### src/rtl/pipe_pkg.sv
// Shared types and helpers for the pipeline stage chain (pipe_stage_chain, pipe_slot).
// Optional perf counters are enabled with the PIPE_STAGE_PERF_EN macro.
package pipe_pkg;

    // Widest counter the saturating helper supports.
    localparam int unsigned SAT_MAX_W = 64;

    // Bits needed to hold a stage count in 0..depth.
    function automatic int unsigned occ_width(input int unsigned depth);
        return $clog2(depth + 1);
    endfunction

    // Increment that sticks at 2^w-1 instead of wrapping.
    function automatic logic [SAT_MAX_W-1:0] sat_inc(input logic [SAT_MAX_W-1:0] cnt,
                                                     input int unsigned          w);
        logic [SAT_MAX_W-1:0] max_val;
        max_val = (w >= SAT_MAX_W) ? '1 : ((SAT_MAX_W'(1) << w) - SAT_MAX_W'(1));
        return (cnt >= max_val) ? max_val : cnt + SAT_MAX_W'(1);
    endfunction

endpackage

### src/rtl/pipe_slot.sv
// One pipeline register stage: reset, then flush, then stall/hold, then load.
module pipe_slot
    import pipe_pkg::*;
#(
    parameter int unsigned      WIDTH      = 8,
    parameter logic [WIDTH-1:0] RESET_VAL  = '0,
    parameter bit               CLEAR_DATA = 1'b1
) (
    input  logic             clk,
    input  logic             rst,
    input  logic             stall,
    input  logic             flush,
    input  logic             d_valid,
    input  logic [WIDTH-1:0] d_data,
    output logic             q_valid,
    output logic [WIDTH-1:0] q_data
);

    typedef struct packed {
        logic             valid;
        logic [WIDTH-1:0] data;
    } pipe_slot_t;

    pipe_slot_t slot_q;

    // A flush outranks stall; with CLEAR_DATA=0 a bubble keeps the stale payload.
    always_ff @(posedge clk) begin
        if (!rst) begin
            slot_q <= '{valid: 1'b0, data: RESET_VAL};
        end else if (flush) begin
            slot_q.valid <= 1'b0;
            if (CLEAR_DATA) begin
                slot_q.data <= RESET_VAL;
            end
        end else if (!stall) begin
            slot_q <= '{valid: d_valid, data: d_data};
        end
    end

    assign q_valid = slot_q.valid;
    assign q_data  = slot_q.data;

endmodule

### src/rtl/pipe_stage_chain.sv
// Generic DEPTH-stage pipeline register segment with per-stage valid, stall hold,
// per-stage flush and occupancy. Define PIPE_STAGE_PERF_EN to add stall/flush counters.
module pipe_stage_chain
    import pipe_pkg::*;
#(
    parameter int unsigned      WIDTH      = 8,
    parameter int unsigned      DEPTH      = 1,
    parameter logic [WIDTH-1:0] RESET_VAL  = '0,
    parameter bit               CLEAR_DATA = 1'b1,
    parameter int unsigned      CNT_W      = 16
) (
    input  logic                           clk,
    input  logic                           rst,
    input  logic                           stall_en,
    input  logic [DEPTH-1:0]               flush_en,
    input  logic                           in_valid,
    input  logic [WIDTH-1:0]               in_data,
    output logic                           out_valid,
    output logic [WIDTH-1:0]               out_data,
    output logic [occ_width(DEPTH)-1:0]    occupancy
`ifdef PIPE_STAGE_PERF_EN
    ,
    output logic [CNT_W-1:0]               stall_cnt,
    output logic [CNT_W-1:0]               flush_cnt
`endif
);

    localparam int unsigned OCC_W = occ_width(DEPTH);

    logic             d_valid [DEPTH];
    logic [WIDTH-1:0] d_data  [DEPTH];
    logic             valid   [DEPTH];
    logic [WIDTH-1:0] data    [DEPTH];
    logic [OCC_W-1:0] occ_c;

    for (genvar k = 0; k < DEPTH; k++) begin : g_stage
        // Stage 0 is fed from upstream, every later stage from its predecessor.
        if (k == 0) begin : g_head
            assign d_valid[k] = in_valid;
            assign d_data[k]  = in_data;
        end else begin : g_body
            assign d_valid[k] = valid[k-1];
            assign d_data[k]  = data[k-1];
        end

        pipe_slot #(
            .WIDTH      (WIDTH),
            .RESET_VAL  (RESET_VAL),
            .CLEAR_DATA (CLEAR_DATA)
        ) u_slot (
            .clk     (clk),
            .rst     (rst),
            .stall   (stall_en),
            .flush   (flush_en[k]),
            .d_valid (d_valid[k]),
            .d_data  (d_data[k]),
            .q_valid (valid[k]),
            .q_data  (data[k])
        );
    end

    // Popcount of the registered valid bits.
    always_comb begin
        occ_c = '0;
        for (int unsigned i = 0; i < DEPTH; i++) begin
            occ_c = occ_c + OCC_W'(valid[i]);
        end
    end

    assign occupancy = occ_c;
    assign out_valid = valid[DEPTH-1];
    assign out_data  = data[DEPTH-1];

`ifdef PIPE_STAGE_PERF_EN
    logic [CNT_W-1:0] stall_cnt_q;
    logic [CNT_W-1:0] flush_cnt_q;

    // Saturating event counters, cleared only by reset.
    always_ff @(posedge clk) begin
        if (!rst) begin
            stall_cnt_q <= '0;
            flush_cnt_q <= '0;
        end else begin
            if (stall_en) begin
                stall_cnt_q <= CNT_W'(sat_inc(SAT_MAX_W'(stall_cnt_q), CNT_W));
            end
            if (|flush_en) begin
                flush_cnt_q <= CNT_W'(sat_inc(SAT_MAX_W'(flush_cnt_q), CNT_W));
            end
        end
    end

    assign stall_cnt = stall_cnt_q;
    assign flush_cnt = flush_cnt_q;
`endif

endmodule
### config.mk
export PLATFORM = sky130hd
export DESIGN_NAME = pipe_stage_chain
export DESIGN_NICKNAME = d
export VERILOG_FILES = /design/src/rtl/pipe_pkg.sv /design/src/rtl/pipe_slot.sv /design/src/rtl/pipe_stage_chain.sv
export SDC_FILE = /design/constraint.sdc
export NUM_CORES = 1
export LEC_CHECK = 0
export ABC_AREA = 1
export CAP_MARGIN = 15
export CORE_AREA = 2 2 39 41
export DETAILED_ROUTE_END_ITERATION = 16
export DIE_AREA = 0 0 41 43
export PLACE_DENSITY = 0.57
export SYNTH_ARGS = -nofsm -noshare
export SYNTH_HDL_FRONTEND = slang
export SYNTH_SLANG_ARGS = --single-unit
### constraint.sdc
create_clock -name clk -period 0.8 [get_ports clk]
set_input_delay 0.24 -clock clk [delete_from_list [all_inputs] [get_ports clk]]
set_output_delay 0.24 -clock clk [all_outputs]
set_load 0.02 [all_outputs]
**After elaboration in Yosys (flattened, before gate mapping)**

Index checks and enable logic that the tools add are counted.

- Logic and storage cells: 4
- Flip-flop bits (word level): 9
- Input port bits: 13
- Output and inout port bits: 10

- Reductions and logical operators: 1
- Bitwise gates (word level): 1

Operators by type and width:

| operator | count |
|---|---|
| $reduce_or 2->1 | 1 |
| $not 1->1 | 1 |

**Logic depth before layout (Yosys ltp)**

- Depth in word-level cells: 2
- Gate-level depth with buffers: 4
- Mapped depth without buffers: 3

**By module**

A second synthesis with hierarchy kept.

- Cell total of the unflattened synthesis: 41
- Area total of the unflattened synthesis: 322.8 µm²

Modules (own cells, without submodules):

| module | instances | seq. area each (µm²) | area an instance (µm²) | cells an instance |
|---|---|---|---|---|
| pipe_slot | 1 | 180.2 | 315.3 | 40 |
| pipe_stage_chain | 1 | 0.0 | 7.5 | 1 |

**Worst setup path after synthesis**

OpenSTA, ideal clock, no wires.

- Path kind: register -> output
- Start: register g_stage[0].u_slot.q_valid (netlist name)
- End: output port out_valid
- Setup slack: -56 ps
- Buffers on the path: 1
- Required time: 560 ps
- Stages on the path, launching flop included: 2
- Arrival: 616 ps
- Cells stage by stage: dfxtp_1 -> buf_4

RTL lines:

| element | RTL line | text |
|---|---|---|
| end: declaration | pipe_stage_chain.sv:18 | `output logic out_valid,` |

No word-level cell between the ends.

**Worst setup path in the final report**

- Start: register g_stage[0].u_slot.q_valid (netlist name)
- End: output port occupancy

RTL lines:

| element | RTL line | text |
|---|---|---|
| end: declaration | pipe_stage_chain.sv:20 | `output logic [occ_width(DEPTH)-1:0] occupancy` |

No word-level cell between the ends.

==> flow_metrics.tcl <==
set metrics [dict create \
    startpoint_type "flop" \
    die_height_um 43 \
    synth_fa_ha_area_share_pct 0 \
    yosysSeqAreaShare_pct 55.8 \
    clkTransAtPathRegs_ns 0.06 \
    vias_per_cell 4.07 \
    nNetsFinal 85 \
    grt_pass1_vias 303 \
    cts_tree "done" \
    synth-compound-area-share_pct 14.0 \
    grt_usage_pct 11.8 \
    insertion_delay_ns 0.26 \
    path_cells "buf_6" \
    hpwl_um 573 \
    synth_area_um2 323 \
    worstHoldStart "g_stage[0].u_slot.q_data[2]" \
    vias 354 \
    hold_class "flop to flop" \
    final_common_cell "nand2_1" \
    arrival_ns 0.73 \
    synth_top_area_share_pct 55.8 \
    io_pins 23 \
    synth_cells 41 \
    synth_top_family_by_area "simple AND/OR/NAND/NOR gates" \
    power_density_mw_per_mm2 1490 \
    synth_seq_cells 9 \
    mostFrequentLayoutCells "nand2_1, buf_6, dfxtp_2, clkdlybuf4s50_1, a21oi_1" \
    grt_max_degree 10 \
    p_leak_nw 0.303 \
    holdPathStages 2 \
    synth_area_leader_cell "dfxtp_1" \
    setup_viol 10 \
    synthSimpleGateAreaFrac_pct 22.1 \
    drive_above_1_share_pct 45.1 \
    fp.dieW_um 41 \
    fmax_mhz 1030 \
    num_rows 14 \
    crit_required_ns 0.56 \
    r2r-end "g_stage[0].u_slot.q_data[3]" \
    holdWs_ns 0.461 \
    design_area_um2 692 \
    cp_top_family "flip-flops" \
    crit_path_top_delay_cell "dfxtp_2" \
    drc 0 \
    yosysUniqueCellTypes 7 \
    rr_worst_depth 3 \
    r2r-start "g_stage[0].u_slot.q_data[3]" \
    drt.antenna.violating_nets 0 \
    dr.pass1.iters 3 \
    synth_warnings 0 \
    fin_crit_sh_pct 121 \
    h-tree-depth 1 \
    wl_um 894 \
    overflow 0 \
    endpoint_kind "output pin" \
    wire_per_inst_um 10.3 \
    core_mm2 0.00138 \
    cts_buffers 3 \
    max-cap-violations 0 \
    hold_end "g_stage[0].u_slot.q_data[2]" \
    critical_path.max_stage_delay_ns 0.35 \
    postPlaceCellArea_um2 601 \
    synthTopCellsByArea "dfxtp_1, nand2_1, a21oi_1, buf_6, buf_4" \
    slew_headroom_pct 89.6 \
    hold_violations 0 \
    slew_viol_final 0 \
    syn_nets 54 \
    status "complete, but fails checks" \
    worstSetupPathType "flop to output pin" \
    synthMuxAreaShare_pct 0 \
    initial_core_util_pct 23.3 \
    violations "setup timing" \
    io_buffers 22 \
    finClkSkew_ns 0 \
    cts_buffer_depth 2 \
    antenna_found_initial 0 \
    die_area_mm2 0.00176 \
    areaGrowthSynthToFinish_pct 114 \
    synthXorXnorAreaFrac_pct 0 \
    p_total_mw 1.03 \
    period_needed_ns 0.967 \
    clock-root-buffer "clkbuf_4" \
    cts_sinks 9 \
    grt_pass1_wl_um 1320 \
    critical_path_buf_inv_count 1 \
    dp_slack_ns -0.378 \
    diodes 0 \
    peakVddDrop_mv 0.683 \
    rrSetupSlack_ns 0.12 \
    final_util_pct 50.0 \
    syn_area_per_cell_um2 7.87 \
    gp_congestion 0.607 \
    rsz0062_at_grt "true" \
    fill_cells 143 \
    tightest_slew_ns 0.156 \
    postLayoutSetupSlackWorst_ns -0.167 \
    drtIter0Drc 2 \
    cp_max_fo 3 \
]
flip-flops by register name, summed over array words and instances (netlist names):
| signal | cells |
|---|---|
| g_stage.u_slot.q_valid | 1 |
| g_stage.u_slot.q_data | 8 |
layout make-up:
| cell class | count | area, um2 | area share [%] |
|---|---|---|---|
| tap | 16 | 20.0 | 2.89 |
| sequential | 9 | 191 | 27.7 |
| multi-input combinational | 28 | 128 | 18.4 |
| timing repair buffer | 28 | 319 | 46.1 |
| inverter | 2 | 7.51 | 1.08 |
| clock buffer | 4 | 26.3 | 3.80 |
report_power, final:
part	internal, mW	leakage, nW	switching [mW]
Combinational	0.125	0.211	0.0774
Sequential	0.465	0.0774	0.0101
Clock	0.192	0.0150	0.159
worst register-to-register path, stage by stage, from the launching register on:
cell and delay (ns):
dfxtp_2 0.34, buf_4 0.10, nand2_1 0.04, a21oi_1 0.13
worst max path at each step:
stage | from | endpoint | cells after the start
5_1_grt | g_stage[0].u_slot.q_valid | occupancy | 1
2_1_floorplan | g_stage[0].u_slot.q_valid | out_valid | 1
3_5_place_dp | stall_en | g_stage[0].u_slot.q_data[4] | 4
4_1_cts | g_stage[0].u_slot.q_valid | out_valid | 1
3_3_place_gp | stall_en | g_stage[0].u_slot.q_data[6] | 4
6_report | g_stage[0].u_slot.q_valid | occupancy | 1
routing by layer:
| layer | global-route usage (%) | part of all wire (%) | up-vias |
|---|---|---|---|
| met5 | 0 | 0 | - |
| met4 | 10.0 | 0 | 0 |
| met3 | 3.66 | 10 | 0 |
| met2 | 15.6 | 44 | 15 |
| met1 | 14.7 | 45 | 148 |
| li1 | - | - | 191 |
through the flow:
step | cells | setup TNS [ns]
after global routing | 87 | -1.80
after floorplan | 41 | 0
after global placement | 81 | -6.69
after CTS | 86 | -1.58
final | 87 | -1.47
after detailed placement | 81 | -6.79
cell families after synthesis:
group / count (synthesis)
DFF: 9
buffers and inverters: 4
AOI/OAI and AO/OA: 9
and+or+nand+nor: 19
synth_stat cells:
master / instances
inv_2: 1
dfxtp_1: 9
buf_4: 1
buf_6: 1
inv_1: 1
a21oi_1: 9
nand2_1: 19
repair_timing:
| item | 4_1_cts | 5_1_grt |
|---|---|---|
| pin swaps | 1 | 0 |
| resized for setup | 76 | 0 |
| cloned | 1 | 0 |
| hold endpoints to repair | 0 | 0 |
| buffers inserted | 0 | 1 |
| hold buffers | 0 | 0 |
| setup endpoints to repair | 19 | 10 |
Power figures use the tool's default switching activity.
